`src/rtl/timer_peripheral.sv`:
```
// Memory-mapped reload/count timer with interrupt, answering CPU loads/stores in its address window.
// Optional free-running SYSTICK register at offset 0x0C is enabled by defining TIMER_SYSTICK_EN.
module timer_peripheral #(
    parameter logic [31:0] BASE_ADDR = 32'h40000000,
    parameter int unsigned PRESCALE  = 1
) (
    input  logic        clk,
    input  logic        reset,
    input  logic        MemRead,
    input  logic        MemWrite,
    input  logic [31:0] Address,
    input  logic [31:0] WriteData,
    output logic [31:0] ReadData,
    output logic        hit,
    output logic        irqout
);
    // Bus protocol: MemRead/MemWrite are single-cycle valids qualified by hit; the
    // responder is always ready, loads answer combinationally, stores commit at posedge.

    localparam logic [15:0] PRESCALE_MAX = 16'(PRESCALE - 1);

    logic [31:0] th_q, th_d;
    logic [31:0] tl_q, tl_d;
    logic        en_q, en_d;
    logic        ie_q, ie_d;
    logic        status_q, status_d;
    logic [15:0] prescale_q, prescale_d;

    logic        in_window;
    logic [1:0]  offset;
    logic        sel_th, sel_tl, sel_tcon, sel_sys;
    logic        tick, overflow;
    logic [31:0] tcon_val;

`ifdef TIMER_SYSTICK_EN
    logic [31:0] systick_q, systick_d;
`endif

    assign in_window = (Address[31:4] == BASE_ADDR[31:4]) && (Address[1:0] == 2'b00);
    assign offset    = Address[3:2];
    assign sel_th    = in_window && (offset == 2'd0);
    assign sel_tl    = in_window && (offset == 2'd1);
    assign sel_tcon  = in_window && (offset == 2'd2);
`ifdef TIMER_SYSTICK_EN
    assign sel_sys   = in_window && (offset == 2'd3);
`else
    assign sel_sys   = 1'b0;
`endif
    assign hit       = sel_th || sel_tl || sel_tcon || sel_sys;

    assign tcon_val  = {29'd0, status_q, ie_q, en_q};
    assign tick      = en_q && (prescale_q == PRESCALE_MAX);
    assign overflow  = tick && (tl_q == 32'hFFFF_FFFF);
    assign irqout    = ie_q && status_q;

    always_comb begin
        ReadData = '0;
        if (MemRead && hit) begin
            case (offset)
                2'd0:    ReadData = th_q;
                2'd1:    ReadData = tl_q;
                2'd2:    ReadData = tcon_val;
`ifdef TIMER_SYSTICK_EN
                2'd3:    ReadData = systick_q;
`endif
                default: ReadData = '0;
            endcase
        end
    end

    always_comb begin
        th_d       = th_q;
        tl_d       = tl_q;
        en_d       = en_q;
        ie_d       = ie_q;
        status_d   = status_q;
        prescale_d = prescale_q;

        if (MemWrite && sel_th) th_d = WriteData;

        // A CPU store to TL beats both the increment and the reload.
        if (MemWrite && sel_tl)  tl_d = WriteData;
        else if (overflow)       tl_d = th_q;
        else if (tick)           tl_d = tl_q + 32'd1;

        if (MemWrite && sel_tcon) begin
            en_d = WriteData[0];
            ie_d = WriteData[1];
            if (WriteData[2]) status_d = 1'b0;
        end
        if (overflow && ie_q) status_d = 1'b1;

        // Prescaler stays at zero while disabled and is cleared on the disabling edge.
        if (!en_q || !en_d)                prescale_d = '0;
        else if (prescale_q == PRESCALE_MAX) prescale_d = '0;
        else                               prescale_d = prescale_q + 16'd1;
    end

`ifdef TIMER_SYSTICK_EN
    assign systick_d = systick_q + 32'd1;
`endif

    always_ff @(posedge clk) begin
        if (reset) begin
            th_q       <= '0;
            tl_q       <= '0;
            en_q       <= 1'b0;
            ie_q       <= 1'b0;
            status_q   <= 1'b0;
            prescale_q <= '0;
`ifdef TIMER_SYSTICK_EN
            systick_q  <= '0;
`endif
        end else begin
            th_q       <= th_d;
            tl_q       <= tl_d;
            en_q       <= en_d;
            ie_q       <= ie_d;
            status_q   <= status_d;
            prescale_q <= prescale_d;
`ifdef TIMER_SYSTICK_EN
            systick_q  <= systick_d;
`endif
        end
    end
endmodule

```
`config.mk`:
```
export PLATFORM = sky130hd
export DESIGN_NAME = timer_peripheral
export DESIGN_NICKNAME = d
export VERILOG_FILES = /design/src/rtl/timer_peripheral.sv
export SDC_FILE = /design/constraint.sdc
export NUM_CORES = 1
export LEC_CHECK = 0
export BUFFER_PORTS_ARGS = -buffer_cell sky130_fd_sc_hd__buf_2
export CELL_PAD_IN_SITES_DETAIL_PLACEMENT = 1
export CELL_PAD_IN_SITES_GLOBAL_PLACEMENT = 2
export CORE_MARGIN = 2
export CORE_UTILIZATION = 34
export DETAILED_ROUTE_END_ITERATION = 6
export PLACE_DENSITY_LB_ADDON = 0.1
export SLEW_MARGIN = 10
export SYNTH_ARGS = -nofsm -noshare
export SYNTH_HDL_FRONTEND = slang
export SYNTH_SLANG_ARGS = --single-unit
```
`constraint.sdc`:
```
create_clock -name clk -period 3.7 [get_ports clk]
set_input_delay 0.37 -clock clk [delete_from_list [all_inputs] [get_ports clk]]
set_output_delay 0.37 -clock clk [all_outputs]
set_load 0.02 [all_outputs]
```
==> impl_metrics.tcl, run 1 <==
set metrics [dict create \
    period_share_pct 69.8 \
    cts.htree.levels 3 \
    post_drt_via_cell_ratio 5.57 \
    wl_per_cell_um 19.0 \
    min_path_type "in2reg" \
    nets 810 \
    ios 102 \
    insertion_delay_ns 0.35 \
    cts_setup_buffers 0 \
    postSynthAreaPerCell_um2 7.55 \
    ys_seq_area_share_pct 33.5 \
    synth_top_flop_cell "dfxtp_1" \
    final_cell_mix "nand2_1, buf_2, dfxtp_1" \
    final_max_slew_viol_count 0 \
    die_area_um2 15600 \
    grt_max_degree 33 \
    synth_cells 658 \
    drtIter0Drc 278 \
    worst_setup_path_start_kind "flop" \
    min_period_ns 2.58 \
    synth_edf_count 0 \
    port_buffers 101 \
    yosys_warnings 0 \
    nFillCells 1822 \
    yosys-top-cells-area "dfxtp_1, nand2_1, mux2i_1, a21oi_1, nor2_1" \
    critPathKind "reg2reg" \
    final.setup.tns_ns 0 \
    rsz0062_at_grt "no" \
    diodes 0 \
    track_usage_pct 22.9 \
    die_w_um 125 \
    clk_root_buffer_cell "clkbuf_16" \
    cp-end-kind "flop" \
    path_clk_slew_ns 0.06 \
    setup_viol 0 \
    worstPathArrival_ns 2.81 \
    post_cts_resized 0 \
    routed_wl_um 17600 \
    row_count 44 \
    numCtsBuffers 9 \
    dr.pass1.iters 6 \
    clock-skew-final_ns 0.00593 \
    drc 0 \
    slew_headroom_pct 51.6 \
    ctsLongestPathBuffers 2 \
    ant_nets 0 \
    core_um2 14400 \
    power_density_nw_per_um2 329 \
    antenna_found_initial 0 \
    max_freq_ghz 0.387 \
    syn_nets 729 \
    crit_fanout 10 \
    place_hpwl_um 12700 \
    hold_viol 0 \
    ys_ff_latch 83 \
    synth_top_area_share_pct 33.5 \
    place.gp.congestion 0.829 \
    drive_gt1_share_pct 19.0 \
    first_global_vias 5324 \
    async_flop_share_pct 0 \
    peakVddDrop_mv 0.228 \
    cts_hold_buf 0 \
    yosysTopAreaCell "dfxtp_1" \
    ys_types 65 \
    cts_sinks 83 \
    die_y_um 125 \
    syn-cell-area_um2 4960 \
    grt_pass1_wl_um 28600 \
    status "finished clean" \
    final_common_cell "nand2_1" \
    area_growth_pct 19.1 \
    start_util_pct 34.4 \
    worstPathRequired_ns 3.92 \
    gr-total-overflow 0 \
    worst_pin_slew_ns 0.726 \
    p_leak_nw 2.19 \
    vias 5160 \
    holdWs_ns 0.269 \
    cts_tree "built" \
    cap_violations 0 \
]
-- cells by family (layout without fill, tap and decap cells) --
kind of cell	Yosys count	in the layout	synth area share, %
AO/OA/AOI/OAI	137	137	16.7
XOR/XNOR	22	22	3.88
adder cells (fa/ha/maj)	3	3	0.756
buffers and inverters	55	139	4.59
flip-flops	83	83	33.5
multiplexers	40	40	8.11
AND/OR/NAND/NOR	318	318	32.5
-- Yosys cell counts, drive strengths merged (3+ instances only) --
cell    instances
buf            12
or3             6
xnor2          10
o21a            5
a21o            4
nor4           19
ha              3
dfxtp          83
nand2         103
mux2i          38
nand3b          3
nand3          29
a211oi          5
and3           12
a211o           4
inv            10
nor3           16
a31oi           6
and2            8
clkbuf         33
a21oi          63
and4           13
nor2b           3
xor2           12
nor4b           5
o21ai          27
nand4          19
nor2           74
-- path summary, 6_finish.rpt --
| kind | startpoint | to | slack (ns) | depth (start not counted) |
|---|---|---|---|---|
| setup / recovery | tl_q[0]$_SDFFE_PP0P_ | tl_q[11]$_SDFFE_PP0P_ | 1.12 | 7 |
| hold reg to reg | prescale_q[0]$_SDFF_PP0_ | prescale_q[0]$_SDFF_PP0_ | 0.46 | 1 |
| hold / removal | WriteData[27] | tl_q[27]$_SDFFE_PP0P_ | 0.27 | 3 |
| setup reg to reg | tl_q[0]$_SDFFE_PP0P_ | tl_q[11]$_SDFFE_PP0P_ | 1.12 | 7 |
-- per-layer routing --
layer / track usage (%) / share of wire [%] / vias to the layer above
li1: - / - / 2525
met4: 7.45 / 1.9 / 0
met3: 3.65 / 4.0 / 26
met5: 0 / 0 / -
met2: 38.4 / 47 / 100
met1: 30.1 / 47 / 2509
-- flip-flops by register name (all words and copies together) (netlist names) --
| signal | count |
|---|---|
| status_q | 1 |
| prescale_q | 16 |
| tl_q | 32 |
| ie_q | 1 |
| en_q | 1 |
| th_q | 32 |
-- power breakdown --
part	switching, mW	internal, mW
sequential	0.000000000276	0.893
combinational	0.0519	0.0384
clock	0.377	0.584
-- critical path, stage by stage, from the launching register on --
cell and delay, ns:
dfxtp_1 0.42, ha_1 0.28, nand3_1 0.17, nor2_1 0.46
nand4_2 0.47, mux2_2 0.42, o22ai_1 0.15, a21oi_1 0.09
-- cell type report --
| cell class | instances | area [um^2] | share of cell area, % |
|---|---|---|---|
| multi-input combinational | 520 | 3080 | 52.0 |
| clock inverter | 3 | 65.1 | 1.10 |
| tap | 184 | 230 | 3.89 |
| clock buffer | 11 | 233 | 3.94 |
| timing repair buffer | 115 | 611 | 10.3 |
| inverter | 10 | 37.5 | 0.635 |
| sequential | 83 | 1660 | 28.1 |
-- per-stage QoR --
step / utilization [%] / total power [mW] / instance area, um^2 / cells / worst slack (ns)
6_report: 41.0 / 1.94 / 5910 / 926 / 1.12
5_1_grt: 41.0 / 2.01 / 5910 / 926 / 0.881
4_1_cts: 41.0 / 1.96 / 5910 / 926 / 1.10
3_5_place_dp: 38.9 / 1.00 / 5620 / 912 / 1.04
3_3_place_gp: 38.9 / 1.00 / 5620 / 912 / 1.11
2_1_floorplan: - / 0.947 / 4960 / 658 / 0.997
No activity file was read; power rests on OpenSTA's default activity.
==> run 2: changes to the inputs <==
--- a/config.mk
+++ b/config.mk
@@ -9,7 +9,7 @@
 export CELL_PAD_IN_SITES_DETAIL_PLACEMENT = 1
 export CELL_PAD_IN_SITES_GLOBAL_PLACEMENT = 2
 export CORE_MARGIN = 2
-export CORE_UTILIZATION = 34
+export CORE_UTILIZATION = 28
 export DETAILED_ROUTE_END_ITERATION = 6
 export PLACE_DENSITY_LB_ADDON = 0.1
 export SLEW_MARGIN = 10
==> constraint.sdc (replaced) <==
create_clock -name clk -period 2.3 [get_ports clk]
set_input_delay 0.23 -clock clk [delete_from_list [all_inputs] [get_ports clk]]
set_output_delay 0.23 -clock clk [all_outputs]
set_load 0.02 [all_outputs]
==> run 2 against run 1 <==
Utilization fell by 3.5 points; routed wire length rose by 7.6%; clock skew rose by 0.0021 ns; cell count rose by 11%; global-route usage fell by 2.2 points; die area rose by 21%; clock power rose by 54%; register-to-register slack got worse by 1.0 ns; first-iteration DRC count fell by 27%; maximum frequency rose by 19%; final area rose by 9.7%; largest cell class unchanged; highest routed layer unchanged.
==> impl_metrics.tcl, run 2 (synthesis gave the netlist of run 1 again) <==
set metrics [dict create \
    status "finished clean" \
    reg_top3 "th_q: 32 flops, tl_q: 32 flops, prescale_q: 16 flops" \
    final_cell_mix "nand2_1, buf_2, dfxtp_1" \
    die_area_um2 18800 \
    min_period_ns 2.18 \
    worst_pin_slew_ns 0.695 \
    drive_gt1_share_pct 26.1 \
    peakVddDrop_mv 0.319 \
    numCtsBuffers 9 \
    cts.htree.levels 3 \
    ios 102 \
    final_max_slew_viol_count 0 \
    reg2reg_depth 8 \
    vias 5387 \
    dr.pass1.iters 4 \
    final.setup.tns_ns 0 \
    fin_cells 1030 \
    p_leak_nw 2.52 \
    cap_violations 0 \
    critPathKind "reg2reg" \
    r2r_end "tl_q[17]$_SDFFE_PP0P_" \
    rsz0062_at_grt "no" \
    path_clk_slew_ns 0.07 \
    period_share_pct 94.7 \
    place_hpwl_um 14700 \
    crit_end "tl_q[17]$_SDFFE_PP0P_" \
    core_um2 17300 \
    place.gp.congestion 0.837 \
    drc 0 \
    area_growth_pct 30.6 \
    cts_tree "built" \
    drtIter0Drc 203 \
    clk_root_buffer_cell "clkbuf_16" \
    cp-end-kind "flop" \
    start_util_pct 28.7 \
    crit_fanout 14 \
    grt_pass1_wl_um 30300 \
    routed_wl_um 19000 \
    cts_sinks 83 \
    power_density_nw_per_um2 472 \
    slew_headroom_pct 53.6 \
    antenna_found_initial 0 \
    ctsLongestPathBuffers 2 \
    port_buffers 101 \
    grt_max_degree 33 \
    die_w_um 137 \
    post_drt_via_cell_ratio 5.23 \
    place_inst 1013 \
    insertion_delay_ns 0.35 \
    final_common_cell "nand2_1" \
    track_usage_pct 20.7 \
    cts_hold_buf 0 \
    pre_cts_ws_ns 0.00898 \
    r2r_start "tl_q[1]$_SDFFE_PP0P_" \
    wl_per_cell_um 18.4 \
    hold_viol 0 \
    clock-skew-final_ns 0.00801 \
    diodes 0 \
    worst_setup_path_start_kind "flop" \
    setup_ws_ns 0.122 \
    max_freq_ghz 0.459 \
    min_path_type "in2reg" \
    gr-total-overflow 0 \
    nets 871 \
    row_count 48 \
    startpoint "tl_q[1]$_SDFFE_PP0P_" \
    first_global_vias 5571 \
    worstPathArrival_ns 2.39 \
    r2r_slack_ns 0.12 \
    setup_viol 0 \
    worstPathRequired_ns 2.51 \
    die_y_um 137 \
    ant_nets 0 \
]
[run 2: routing by layer]
| layer | global-route usage, % | vias up | part of all wire [%] |
|---|---|---|---|
| li1 | - | 2638 | - |
| met5 | 0 | - | 0 |
| met4 | 4.07 | 0 | 0.94 |
| met1 | 28.1 | 2633 | 48 |
| met3 | 3.11 | 17 | 3.5 |
| met2 | 34.7 | 99 | 48 |
[run 2: worst min-delay path by stage]
stage | start | endpoint | slack (ns) | depth (start not counted)
finish | WriteData[9] | th_q[9]$_SDFFE_PP0P_ | 0.13 | 3
global route | WriteData[9] | th_q[9]$_SDFFE_PP0P_ | 0.12 | 3
CTS | WriteData[18] | th_q[18]$_SDFFE_PP0P_ | 0.12 | 3
detailed placement | th_q[5]$_SDFFE_PP0P_ | th_q[5]$_SDFFE_PP0P_ | 0.46 | 2
global placement | th_q[6]$_SDFFE_PP0P_ | th_q[6]$_SDFFE_PP0P_ | 0.46 | 2
floorplan | WriteData[27] | tl_q[27]$_SDFFE_PP0P_ | 0.36 | 2
[run 2: layout make-up]
class | count | area (um^2)
clock inverters | 6 | 66.3
inverters | 10 | 37.5
fillers | 2155 | 10800
well taps | 225 | 282
repair buffers | 176 | 1110
flip-flops and latches | 83 | 1660
multi-input cells | 520 | 3100
clock buffers | 10 | 229
[run 2: stage by stage]
stage	hold WS, ns	utilization (%)	instance area [um^2]	power (mW)
after global placement	0.456	35.6	6150	1.62
after CTS	0.123	37.3	6450	3.11
after floorplan	0.357	-	4960	1.52
final	0.134	37.5	6490	3.06
after detailed placement	0.461	35.6	6150	1.62
after global routing	0.121	37.5	6490	3.18
[run 2: critical path: stages (launching register included)]
cell     delay [ns]
dfxtp_1        0.33
ha_1           0.19
nand3_2        0.12
or2_4          0.27
nor4_4         0.36
buf_12         0.19
mux2_2         0.33
o22ai_1        0.14
a21oi_1        0.10
[run 2: timing repair]
item | CTS | global route
endpoints found under the setup margin | 0 | 27
buffers inserted | 0 | 1
resized for setup | 0 | 7
[run 2: power breakdown]
group | total (mW) | switching, mW | internal [mW]
Combinational | 0.148 | 0.0844 | 0.0636
Clock | 1.48 | 0.633 | 0.844
Sequential | 1.44 | 0.000000000330 | 1.44
Total | 3.06 | 0.717 | 2.34
